File: src/rtl/mem_rr_arbiter.sv
// Two-port round-robin arbiter in front of a single-port synchronous memory,
// with a full-array zero-fill sweep that stalls both requesters while it runs.
module mem_rr_arbiter #(
  parameter int AddrWidth = 4,
  parameter int DataWidth = 4
) (
  input  logic                 Clk_i,
  input  logic                 Reset_n_i,
  input  logic                 Req0_i,
  input  logic                 We0_i,
  input  logic [AddrWidth-1:0] Addr0_i,
  input  logic [DataWidth-1:0] Data0_i,
  output logic                 Gnt0_o,
  output logic                 RdValid0_o,
  output logic [DataWidth-1:0] RdData0_o,
  input  logic                 Req1_i,
  input  logic                 We1_i,
  input  logic [AddrWidth-1:0] Addr1_i,
  input  logic [DataWidth-1:0] Data1_i,
  output logic                 Gnt1_o,
  output logic                 RdValid1_o,
  output logic [DataWidth-1:0] RdData1_o,
  input  logic                 Clear_i,
  output logic                 Busy_o,
  output logic                 ClearDone_o,
  output logic [AddrWidth-1:0] Mem_Addr_o,
  output logic [DataWidth-1:0] Mem_Data_o,
  output logic                 Mem_WR_o,
  input  logic [DataWidth-1:0] Mem_Data_i
);

  localparam int                   Size     = 2 ** AddrWidth;
  localparam logic [AddrWidth-1:0] LastAddr = AddrWidth'(Size - 1);

  typedef enum logic {
    ST_RUN   = 1'b0,
    ST_CLEAR = 1'b1
  } state_t;

  state_t               r_state;
  state_t               w_state_next;
  logic                 r_ptr;          // 0: port 0 wins a tie, 1: port 1 wins
  logic                 w_ptr_next;
  logic [AddrWidth-1:0] r_cnt;
  logic [AddrWidth-1:0] w_cnt_next;
  logic                 r_rdv0;
  logic                 r_rdv1;
  logic                 r_done;
  logic                 w_done_next;
  logic                 w_gnt0;
  logic                 w_gnt1;
  logic                 w_busy;
  logic [AddrWidth-1:0] w_mem_addr;
  logic [DataWidth-1:0] w_mem_data;
  logic                 w_mem_wr;

  always_ff @(posedge Clk_i or negedge Reset_n_i) begin
    if (!Reset_n_i) begin
      r_state <= ST_RUN;
      r_ptr   <= 1'b0;
      r_cnt   <= '0;
      r_rdv0  <= 1'b0;
      r_rdv1  <= 1'b0;
      r_done  <= 1'b0;
    end else begin
      r_state <= w_state_next;
      r_ptr   <= w_ptr_next;
      r_cnt   <= w_cnt_next;
      r_rdv0  <= w_gnt0 & ~We0_i;
      r_rdv1  <= w_gnt1 & ~We1_i;
      r_done  <= w_done_next;
    end
  end

  always_comb begin
    w_state_next = r_state;
    w_ptr_next   = r_ptr;
    w_cnt_next   = r_cnt;
    w_done_next  = 1'b0;
    w_gnt0       = 1'b0;
    w_gnt1       = 1'b0;
    w_busy       = 1'b0;
    w_mem_addr   = '0;
    w_mem_data   = '0;
    w_mem_wr     = 1'b0;

    case (r_state)
      ST_RUN: begin
        if (Clear_i) begin
          // A pending clear takes the whole cycle; requesters simply wait.
          w_state_next = ST_CLEAR;
          w_cnt_next   = '0;
        end else begin
          if (Req0_i && (!Req1_i || !r_ptr)) begin
            w_gnt0 = 1'b1;
          end else if (Req1_i) begin
            w_gnt1 = 1'b1;
          end

          if (w_gnt0) begin
            w_ptr_next = 1'b1;
            w_mem_addr = Addr0_i;
            w_mem_data = Data0_i;
            w_mem_wr   = We0_i;
          end else if (w_gnt1) begin
            w_ptr_next = 1'b0;
            w_mem_addr = Addr1_i;
            w_mem_data = Data1_i;
            w_mem_wr   = We1_i;
          end
        end
      end

      ST_CLEAR: begin
        w_busy     = 1'b1;
        w_mem_wr   = 1'b1;
        w_mem_addr = r_cnt;
        w_mem_data = '0;
        w_cnt_next = r_cnt + AddrWidth'(1);
        if (r_cnt == LastAddr) begin
          w_state_next = ST_RUN;
          w_done_next  = 1'b1;
        end
      end

      default: begin
        w_state_next = ST_RUN;
      end
    endcase
  end

  assign Gnt0_o      = w_gnt0;
  assign Gnt1_o      = w_gnt1;
  assign RdValid0_o  = r_rdv0;
  assign RdValid1_o  = r_rdv1;
  // Memory read data is already registered; both ports see it, valid qualifies.
  assign RdData0_o   = Mem_Data_i;
  assign RdData1_o   = Mem_Data_i;
  assign Busy_o      = w_busy;
  assign ClearDone_o = r_done;
  assign Mem_Addr_o  = w_mem_addr;
  assign Mem_Data_o  = w_mem_data;
  assign Mem_WR_o    = w_mem_wr;

endmodule

File: config.mk
export PLATFORM = sky130hd
export DESIGN_NAME = mem_rr_arbiter
export DESIGN_NICKNAME = d
export VERILOG_FILES = /design/src/rtl/mem_rr_arbiter.sv
export SDC_FILE = /design/constraint.sdc
export NUM_CORES = 1
export LEC_CHECK = 0
export ABC_AREA = 1
export CAP_MARGIN = 10
export CORE_MARGIN = 10
export CORE_UTILIZATION = 33
export CTS_CLUSTER_SIZE = 25
export DETAILED_ROUTE_END_ITERATION = 7
export GPL_TIMING_DRIVEN = 0
export PLACE_DENSITY = 0.81
export SKIP_CTS_REPAIR_TIMING = 1
export SYNTH_ARGS = -nofsm -noshare
export SYNTH_HDL_FRONTEND = slang
export SYNTH_SLANG_ARGS = --single-unit
File: constraint.sdc
create_clock -name Clk_i -period 1.4 [get_ports Clk_i]
set_input_delay 0.28 -clock Clk_i [delete_from_list [all_inputs] [get_ports Clk_i]]
set_output_delay 0.28 -clock Clk_i [all_outputs]
set_load 0.005 [all_outputs]
==> impl_summary.md <==
Setup path
The kind of critical path is flip-flop to output pin. In this run the worst path has a maximum fanout of 5. STA classifies the critical path endpoint as an output pin.

Walking the worst path, the cells encountered are buf_6 > nor2_8 > inv_6 > nor2_4 > buf_6 > buf_6 > nand2_2 > nand2_1 > buf_2. In this run the critical register-to-register path is launched from r_state$_DFF_PN0_. The worst register-to-register path has a depth of 8.

Data on the critical path is required at its endpoint by 1.12 ns. For the worst setup path, the data arrival time is 1.46 ns. In this run the critical register-to-register path is captured at RdValid0_o$_DFF_PN0_. In this design, the stage delay of the slowest critical-path cell is 0.38 ns. Among the stages of the critical path, the cell type that occurs most often is buf_6. The worst-path cell with the longest stage delay is dfrtp_1. The source of the critical timing path is r_state$_DFF_PN0_.

The reg-to-reg setup timing slack is 0.22 ns. The endpoint of the most critical setup path is Mem_Data_o[2]. The worst setup path is launched from a flip-flop.

Floorplanning
The total die area is 4240 um^2. The core area is 1940 um^2. The die is 65.1 um tall.

The number of top-level design ports is 50. The cell row count is 16. From left edge to right edge, the die measures 65.1 um. The starting utilization of the core area is 34.5%.

Timing
The normalized max-slew margin is 74.1%. The final count of pins violating max slew was 0. Setup repair after global routing could not meet its margin everywhere. The setup-violating endpoint count in the final report is 11. At the pin with the least slew margin, the transition time is 0.388 ns. On the final layout, the worst hold slack is 0.228 ns. After layout, the worst path uses 124% of the clock period.

The number of hold violations in the final report came to 0. The clock arrives with 0.00197 ns of skew. The worst path in the final design needs a cycle of 1.74 ns, including I/O delays and setup.

After layout, the worst setup slack is -0.338 ns. Derived from the worst setup path, the maximum achievable clock frequency is 575 MHz.

Routing
The final antenna-violating net count is 0. After the first detailed-routing iteration, the DRC count stood at 21. The via density per instance is 4.62. For this block, the routed nets add up to 2540 um of wire. In the routed design, unresolved DRC markers number 0.

The first detailed-routing pass ran for 4 iterations. The routed wirelength normalized by instance count is 14.7 um. The via count of the routed design is 799.

Synth
Synthesis inferred 9 register bits. The number of distinct library cell variants in the gate-level netlist after synthesis is 19. Ranked by total cell area, the synthesized netlist is headed by dfrtp_1 34%, nand2_1 15%, buf_4 9.0%, nor2_8 6.0%, nand3_1 5.2%.

Sorting the synthesized cells by how often they occur yields 26 x nand2_1, 9 x dfrtp_1, 8 x buf_4. The register area share after synthesis is 33.6%. The fraction of registers with async set or reset after synthesis is 100%. The cell taking the most area after synthesis is dfrtp_1.

For this run, the leading register cell type out of synthesis is dfrtp_1. The count of flip-flops with a built-in enable after synthesis is 0. The average cell area after synthesis is 7.89 um^2.

Synthesis handed over a netlist of 85 instances. The share of the synthesized area in the top cell type is 33.6%. nand2_1 is the most common cell in the netlist. The number of nets in the synthesized netlist is 113. The combined area of all synthesized cells is 671 um^2. During synthesis, Yosys emitted a total of 0 warnings.

Status
The checks that failed: negative setup slack. The flow ran to the end, but the final reports show violations.

Power and ir drop
The worst vdd rail ir drop is 1.14 mV. Power comes to 0.00166 W. The cell leakage power is 0.728 nW. The combinational power share is 61.1%. The clock network accounts for 12.0% of the total power. Net switching is 39.9% of the power.

The cell area power density is 1290 nW/um^2. In this run the power spent charging and discharging nets is 0.000663 W. In this run, flip-flops and latches consume 26.9% of the power.

Cell internal power was estimated by the tool at 0.000998 W.

Place
The number of placed instances, taps included, is 156. Summing all placed instances gives a cell area of 1140 um^2. The wire-length estimate of the detail-placed layout is 1920 um.

The final weighted congestion of routability-driven global placement is 0.821. During placement, the flow inserted port buffers numbering 44.

Final layout
Compared with the post-synthesis result, the final layout area differs by 92.4%. With fillers left out, the area of the finished cells amounts to 1290 um^2. The antenna cell count is 0. Measured on the finished design, the core utilization comes to 66.4%.

Once layout is complete, the cells apart from fillers number 173. The final layout contains 175 nets. The filler cells instantiated in the layout total 165. In the final layout, the share of cells above drive strength 1 is 32.9%.

GRT
The pin count of the biggest net entering global routing is 11. Global routing consumed, over all layers together, 10.5% of the routing resources. The number of global-route vias before repair is 745.

The global-route wire length before repair is 3490 um. The final global-route overflow total is 0. The initial antenna violation count was 0.

Flow run
The number of maximum-capacitance violations is 0.

Clocking
The count of H-tree levels built during CTS is 1. The clock latency of the later-clocked register in the worst-skew pair is 0.26 ns. The worst-case clock buffer depth is 2. The clock drives 9 sinks. Clock-pin slew was measured on the worst setup and hold paths at 0.06 ns. The master cell of the clock root buffer is clkbuf_4.

Counting the buffers created by CTS gives 3. The clock tree from TritonCTS is built.

Min path
The number of cells traversed by the worst hold path is 2. The worst hold path belongs to the class input port to flip-flop.
[area by class of cell]
type,count,area [um^2],share of cell area [%]
timing repair buffer,56,532,41.2
multi-input combinational,59,355,27.5
sequential,9,225,17.5
buffer,10,82.6,6.40
inverter,8,35.0,2.72
tap,27,33.8,2.62
clock buffer,4,26.3,2.04
[sequential cells by signal (all words and copies together) (netlist names)]
name         flops
RdValid0_o       1
ClearDone_o      1
r_state          1
RdValid1_o       1
r_ptr            1
r_cnt            4
[kinds of logic after synthesis]
logic type,Yosys count,share of synthesized area [%]
AOI/OAI and AO/OA,5,4.48
adders and majority gates,1,1.87
DFF,9,33.6
and+or+nand+nor,52,42.5
buffers and inverters,18,17.5
[per-layer routing]
metal  track usage [%]  up-vias  part of all wire [%]  wire length (um)
met4              3.48        0                   1.4                36
met2              18.3       33                    56              1410
met1              9.57      365                    31               781
met5                 0        -                     0                 0
li1                  -      397                     -                 -
met3              7.04        4                    12               308
[layout by cell type, fill, tap and decap left out, types with 5 or more instances in the layout]
cell type        instances
buf_2                    5
buf_4                   14
buf_6                    7
clkbuf_2                 5
clkdlybuf4s50_1         26
dfrtp_1                  9
dlymetal6s2s_1           8
inv_1                    6
nand2_1                 25
nand3_1                  6
nand4_1                  5
[worst min path at each step]
| stage | from | to |
|---|---|---|
| 5_1_grt | We0_i | RdValid0_o$_DFF_PN0_ |
| 4_1_cts | Req1_i | RdValid1_o$_DFF_PN0_ |
| 6_report | We0_i | RdValid0_o$_DFF_PN0_ |
| 3_3_place_gp | r_cnt[0]$_DFFE_PN0N_ | r_cnt[0]$_DFFE_PN0N_ |
| 3_5_place_dp | r_cnt[0]$_DFFE_PN0N_ | r_cnt[0]$_DFFE_PN0N_ |
| 2_1_floorplan | Reset_n_i | ClearDone_o$_DFF_PN0_ |
[worst max-delay path, delay by kind of cell (launching register included)]
family	cells	cell delay [ns]
and+or+nand+nor	4	0.31
buffers and inverters	5	0.51
DFF	1	0.38
[through the flow]
stage | setup WS, ns | setup TNS (ns)
4_1_cts | -0.816 | -8.16
5_1_grt | -0.418 | -3.68
3_3_place_gp | -0.780 | -7.97
6_report | -0.338 | -2.81
3_5_place_dp | -0.811 | -8.18
2_1_floorplan | 0.0840 | 0
[power by group through the flow]
stage	logic [W]	registers (W)	clock network (W)
2_1_floorplan	0.000512	0.000438	0
3_3_place_gp	0.000941	0.000446	0
3_5_place_dp	0.000982	0.000452	0
4_1_cts	0.000986	0.000449	0.000210
5_1_grt	0.00112	0.000465	0.000228
6_report	0.00101	0.000448	0.000199
No activity file was read; power rests on OpenSTA's default activity.
